File: config.mk
export PLATFORM = sky130hd
export DESIGN_NAME = bus_arbiter
export DESIGN_NICKNAME = d
export VERILOG_FILES = /design/src/rtl/bus_arbiter.sv
export SDC_FILE = /design/constraint.sdc
export NUM_CORES = 1
export LEC_CHECK = 0
export CAP_MARGIN = 20
export CORE_UTILIZATION = 39
export CTS_CLUSTER_DIAMETER = 80
export CTS_CLUSTER_SIZE = 14
export DETAILED_ROUTE_END_ITERATION = 16
export PLACE_DENSITY = 0.8
export SLEW_MARGIN = 40
export SYNTH_ARGS = -nofsm -noshare
export SYNTH_HDL_FRONTEND = slang
export SYNTH_SLANG_ARGS = --single-unit
File: constraint.sdc
create_clock -name clk -period 2.3 [get_ports clk]
set_input_delay 0.46 -clock clk [delete_from_list [all_inputs] [get_ports clk]]
set_output_delay 0.46 -clock clk [all_outputs]
set_load 0.02 [all_outputs]
File: src/rtl/bus_arbiter.sv
// Two-master round-robin arbiter for the peripheral bus: one slave access cycle
// per transaction, registered read data and a one-cycle ack to the owner.
module bus_arbiter #(
  parameter int AW = 32,
  parameter int DW = 32
) (
  input  logic          clk,
  input  logic          rst,
  input  logic          m0_req,
  input  logic          m0_we,
  input  logic [AW-1:0] m0_addr,
  input  logic [DW-1:0] m0_wdata,
  input  logic          m0_lock,
  output logic          m0_ack,
  output logic [DW-1:0] m0_rdata,
  input  logic          m1_req,
  input  logic          m1_we,
  input  logic [AW-1:0] m1_addr,
  input  logic [DW-1:0] m1_wdata,
  input  logic          m1_lock,
  output logic          m1_ack,
  output logic [DW-1:0] m1_rdata,
  output logic [AW-1:0] s_addr,
  output logic [DW-1:0] s_wdata,
  output logic          s_we,
  output logic          s_re,
  input  logic [DW-1:0] s_rdata,
  output logic [1:0]    grant
);

  typedef enum logic [1:0] {IDLE, ACCESS, RESP} state_t;

  state_t        state_q, state_d;
  logic [1:0]    grant_q, grant_d;
  logic          last_owner_q, last_owner_d;
  logic          lock_q, lock_d;
  logic [1:0]    ack_q, ack_d;
  logic [DW-1:0] m0_rdata_q, m0_rdata_d;
  logic [DW-1:0] m1_rdata_q, m1_rdata_d;
  logic          s_we_q, s_we_d;
  logic          s_re_q, s_re_d;
  logic [AW-1:0] s_addr_q, s_addr_d;
  logic [DW-1:0] s_wdata_q, s_wdata_d;

  logic [1:0] req;
  logic       owner;
  logic       launch;
  logic       launch_sel;

  assign req   = {m1_req, m0_req};
  assign owner = grant_q[1];

  always_comb begin
    // NOTE: every signal gets a default before the case so no path leaves one unassigned (no latches).
    state_d      = state_q;
    grant_d      = grant_q;
    last_owner_d = last_owner_q;
    lock_d       = lock_q;
    ack_d        = 2'b00;
    m0_rdata_d   = m0_rdata_q;
    m1_rdata_d   = m1_rdata_q;
    s_we_d       = 1'b0;
    s_re_d       = 1'b0;
    s_addr_d     = '0;
    s_wdata_d    = '0;
    launch       = 1'b0;
    launch_sel   = 1'b0;

    unique case (state_q)
      IDLE: begin
        if (|req) begin
          launch     = 1'b1;
          launch_sel = (&req) ? ~last_owner_q : m1_req;
        end
      end
      ACCESS: begin
        if (s_re_q) begin
          if (owner) m1_rdata_d = s_rdata;
          else       m0_rdata_d = s_rdata;
        end
        last_owner_d = owner;
        lock_d       = owner ? m1_lock : m0_lock;
        ack_d        = grant_q;
        state_d      = RESP;
      end
      RESP: begin
        // The owner's own req is masked here unless it asked to keep the bus.
        if (lock_q && req[owner]) begin
          launch     = 1'b1;
          launch_sel = owner;
        end else if (req[~owner]) begin
          launch     = 1'b1;
          launch_sel = ~owner;
        end else begin
          grant_d = 2'b00;
          state_d = IDLE;
        end
      end
      default: begin
        grant_d = 2'b00;
        state_d = IDLE;
      end
    endcase

    // Slave-side outputs are loaded on the launch edge so they are flop-driven in ACCESS.
    if (launch) begin
      state_d   = ACCESS;
      grant_d   = launch_sel ? 2'b10 : 2'b01;
      s_we_d    = launch_sel ? m1_we    : m0_we;
      s_re_d    = ~s_we_d;
      s_addr_d  = launch_sel ? m1_addr  : m0_addr;
      s_wdata_d = launch_sel ? m1_wdata : m0_wdata;
    end
  end

  // NOTE: sequential state uses non-blocking assignments so every flop samples pre-edge values.
  always_ff @(posedge clk or negedge rst) begin
    if (!rst) begin
      state_q      <= IDLE;
      grant_q      <= 2'b00;
      last_owner_q <= 1'b1;
      lock_q       <= 1'b0;
      ack_q        <= 2'b00;
      m0_rdata_q   <= '0;
      m1_rdata_q   <= '0;
      s_we_q       <= 1'b0;
      s_re_q       <= 1'b0;
      s_addr_q     <= '0;
      s_wdata_q    <= '0;
    end else begin
      state_q      <= state_d;
      grant_q      <= grant_d;
      last_owner_q <= last_owner_d;
      lock_q       <= lock_d;
      ack_q        <= ack_d;
      m0_rdata_q   <= m0_rdata_d;
      m1_rdata_q   <= m1_rdata_d;
      s_we_q       <= s_we_d;
      s_re_q       <= s_re_d;
      s_addr_q     <= s_addr_d;
      s_wdata_q    <= s_wdata_d;
    end
  end

  assign grant    = grant_q;
  assign m0_ack   = ack_q[0];
  assign m1_ack   = ack_q[1];
  assign m0_rdata = m0_rdata_q;
  assign m1_rdata = m1_rdata_q;
  assign s_we     = s_we_q;
  assign s_re     = s_re_q;
  assign s_addr   = s_addr_q;
  assign s_wdata  = s_wdata_q;

endmodule

Yosys cells after proc, flatten, opt, wreduce, memory -nomap -nowiden. Index checks and enable logic that the tools add are counted.

$lt $le $gt $ge: 2. Equality and inequality tests: 6. Multiplexer cells: 29. Bitwise operators: 3. Reduce and logical (&&, ||, !) cells: 9.

Operators with widths (count): $mux W32 (4); $mux W1 (15); $mux W2 (6); $reduce_and A3 Y1 (4); $ne A3 B3 Y1 const B (2); $pmux W2 S3 (1); $lt A1 B2 Y1 const B (2); $pmux W1 S2 (2); $pmux W2 S2 (1); $reduce_or A2 Y1 (2); $not A1 Y1 (3); $eq A2 B1 Y1 const B (1); $eq A2 B2 Y1 const B (1); $logic_not A2 Y1 (1); $ne A2 B1 Y1 const B (1); $ne A2 B2 Y1 const B (1); $reduce_and A2 Y1 (1); $logic_and A1 B1 Y1 (1).

Flip-flop bits (word level): 138. Output and inout port bits: 134. Word-level logic and storage cells: 60.

Longest topological paths before layout.
Depth after elaboration: 9. Depth in mapped cells: 7. Depth with buffers taken out: 4.

Worst setup path before layout. No wires, ideal clock.

Path kind: flip-flop to flip-flop. Start point: register grant_q[1], in the netlist grant[1]. End point: register grant_q[0], in the netlist grant[0]. Library setup time: 125 ps. Arrival time: 1682 ps. Required time: 2175 ps. Path slack: 493 ps. Stages on the path, launching flop included: 7. Period minus slack after synthesis: 1807 ps. Cells stage by stage: dfrtp_1 buf_6 nor4bb_2 nor4_4 buf_6 mux2i_1 o21ai_1.

Word-level cells in the longest chain between the ends: 7. Elaborated cells between the ends (all ways): 18. Those cells by class: eq/ne: 3; mux: 12; bitwise: 1; reduce/logical: 2.

RTL lines: start: declaration (line 34) `logic [1:0] grant_q, grant_d;`; start signal: assignment (line 132) `grant_q <= grant_d;`; $mux W1, on equally long branches (2 in a row) (line 91, 88); $mux W1 or $logic_and A1 B1 Y1 (tied branches) (line 91, 88); $mux W1 (line 88) `if (lock_q && req[owner]) begin`; $pmux W1 S2 (line 69) `unique case (state_q)`; $ne A3 B3 Y1 (no line) (tied with other cells); $reduce_and A3 Y1 (no line) or $mux W2 (tied branches).

Several ways; a longest one is shown, not always the timed one. The select of a mux whose other input is x is not followed. A chain may end at the register's enable or synchronous reset.

Final worst setup path.
Start point: register grant_q[1], in the netlist grant[1]. End point: output port grant[1].

RTL lines: end: declaration (line 28) `output logic [1:0] grant`.

No word-level cell between the ends.

==> flow_metrics.tcl <==
set metrics [dict create \
    required_ns 1.84 \
    rsz0062_at_grt "no" \
    syn_nets 567 \
    num_rows 43 \
    hold_violations 0 \
    worst_path_max_delay_cell "clkdlybuf4s50_1" \
    critPathMaxStageDelay_ns 0.71 \
    fin_setup_tns_ns 0 \
    grt_pass1_wl_um 25400 \
    dp_hpwl_um 12300 \
    cts_resized 0 \
    path_delay_family "buffers and inverters" \
    synth_cell_types 30 \
    cts_num_sinks 138 \
    wl_um 16500 \
    critPathBufInv 1 \
    drtIter0Drc 171 \
    synth_cells 399 \
    die_x_um 123 \
    dr_total_vias 4499 \
    die-area_um2 15100 \
    initial_core_util_pct 40.5 \
    cp.arrival_ns 1.66 \
    tightest_slew_ns 0.463 \
    hold_class "flop to flop" \
    layout.nets 871 \
    avgViaCountPerCell 5.02 \
    multiInputGateArea_um2 2000 \
    fill_cells 1037 \
    portBuffers 301 \
    htree_levels 4 \
    path_class "flop to primary output" \
    clk_pin_slew_ns 0.06 \
    status "complete, no violations" \
    antenna_left 0 \
    finalCritPeriodShare_pct 92.2 \
    groute.usage.overall_pct 22.7 \
    antenna_found_initial 0 \
    fmax_mhz 472 \
    synth_warnings 0 \
    max_slew_margin_pct 69.2 \
    place_congestion 0.758 \
    grt_max_degree 55 \
    drive_gt1_share_pct 17.6 \
    avgSynthCellArea_um2 14.2 \
    cts_root_buffer "clkbuf_16" \
    seqCellArea_um2 3450 \
    netlist_top_cells_area "dfrtp_1 60%, mux2_2 13%, a21bo_1 10%" \
    overflow 0 \
    grt_pass1_vias 4862 \
    clk_latency_ns 0.41 \
    finClkSkew_ns 0.00591 \
    setup_ws_ns 0.180 \
    io_pins 302 \
    p_per_area_nw_per_um2 1390 \
    start_kind "flop" \
    cp_cell_sequence "clkdlybuf4s50_1" \
    max_cap_viol_count 0 \
    final_cell_mix "300 x clkdlybuf4s50_1, 137 x dfrtp_1, 65 x nand4_1, 64 x mux2_2, 58 x a21bo_1" \
    post-route-util_pct 68.1 \
    synth_area_um2 5680 \
    yosysTopAreaCellShare_pct 60.3 \
    min_period_ns 2.12 \
    drt_first_pass_iters 4 \
    cts_made_buffers 17 \
    antenna_cells 0 \
    cp_max_fo 8 \
    die_h_um 123 \
    synth_area_leader_cell "dfrtp_1" \
    post_cts_buffers 0 \
    finalSetupViolCount 0 \
    routedWlPerCell_um 18.4 \
    seq_area_frac_synth_pct 60.8 \
    p_leak_uw 0.00442 \
    final_common_cell "clkdlybuf4s50_1" \
    cp-end-kind "primary output" \
    core_area_um2 14000 \
    clockBufferDepth 2 \
    cts_tree "done" \
    drv_slew 0 \
    ys_ff_latch 138 \
    dpl_worst_slack_ns 0.0214 \
    drcViolationCount 0 \
    synthToLayoutAreaGrowth_pct 68.2 \
    ir_drop_mv 0.682 \
]
-- report_power, final --
part	total, µW	internal [µW]	switching (µW)
logic	6380	3320	3060
clock network	2860	1870	986
registers	4080	3560	520
-- metrics by stage --
step | cell area [µm²] | power, µW | hold slack [ns] | std cells
4_1_cts | 9560 | 13500 | 0.506 | 896
3_3_place_gp | 8920 | 10300 | 0.409 | 863
2_1_floorplan | 5680 | 7380 | 0.164 | 399
6_report | 9560 | 13300 | 0.503 | 896
5_1_grt | 9560 | 14000 | 0.526 | 896
3_5_place_dp | 8920 | 10500 | 0.420 | 863
-- worst paths after layout --
| kind | slack [ns] | cells past startpoint | end | from |
|---|---|---|---|---|
| setup / recovery | 0.18 | 1 | grant[1] | grant[1]$_DFFE_PN0P_ |
| max in group asynchronous | 1.11 | 3 | s_addr[23]$_DFF_PN0_ | rst |
| setup reg to reg | 0.49 | 5 | s_wdata[26]$_DFF_PN0_ | grant[1]$_DFFE_PN0P_ |
| min in group asynchronous | 0.54 | 2 | m1_rdata[30]$_DFFE_PN0P_ | rst |
| hold / removal | 0.50 | 1 | m0_rdata[26]$_DFFE_PN0P_ | m0_rdata[26]$_DFFE_PN0P_ |
| hold reg to reg | 0.50 | 1 | m0_rdata[26]$_DFFE_PN0P_ | m0_rdata[26]$_DFFE_PN0P_ |
-- synth_stat cells, drive strengths merged --
cell type,instances
a21bo,64
a21boi,2
a21oi,1
a41o,1
and2,2
and3,1
and3b,1
buf,29
clkbuf,7
dfrtp,137
dfstp,1
inv,2
mux2,65
mux2i,2
nand2,3
nand2b,1
nand3,5
nand3b,1
nand4,65
nor2,2
nor2b,2
nor4,1
nor4b,1
nor4bb,1
o211ai,1
o21ai,1
-- repair_timing --
action,4_1_cts,5_1_grt
hold endpoints to repair,41,0
hold buffers,1,0
setup endpoints to repair,0,0
-- registers in the layout, summed over array words and instances, names as in the netlist --
| register | flops |
|---|---|
| last_owner_q | 1 |
| s_addr | 32 |
| grant | 2 |
| m0_rdata | 32 |
| state_q | 2 |
| lock_q | 1 |
| m1_rdata | 32 |
| ack_q | 2 |
| s_we | 1 |
| s_wdata | 32 |
| s_re | 1 |
-- cells by family after synthesis --
family          Yosys count  share of synthesized area (%)
compound gates           70                           12.0
simple gates             86                           9.80
mux                      67                           13.2
buf+inv                  38                           4.16
flops                   138                           60.8
-- cell type report --
class,instances,area share (%)
Timing Repair Buffer,321,33.9
Sequential cell,138,36.1
Inverter,2,0.0786
Multi-Input combinational cell,223,20.9
Clock inverter,11,1.75
Tap cell,180,2.36
Clock buffer,21,4.82
-- layer usage --
metal  vias to the layer above  routed length, µm  track usage [%]
li1                       2085                  -                -
met1                      2176               5860             24.2
met2                       211               8730             40.4
met3                        27               1620             9.34
met4                         0                321             7.47
met5                         -                  0                0
Note: power is estimated with default switching activity, not from simulation.
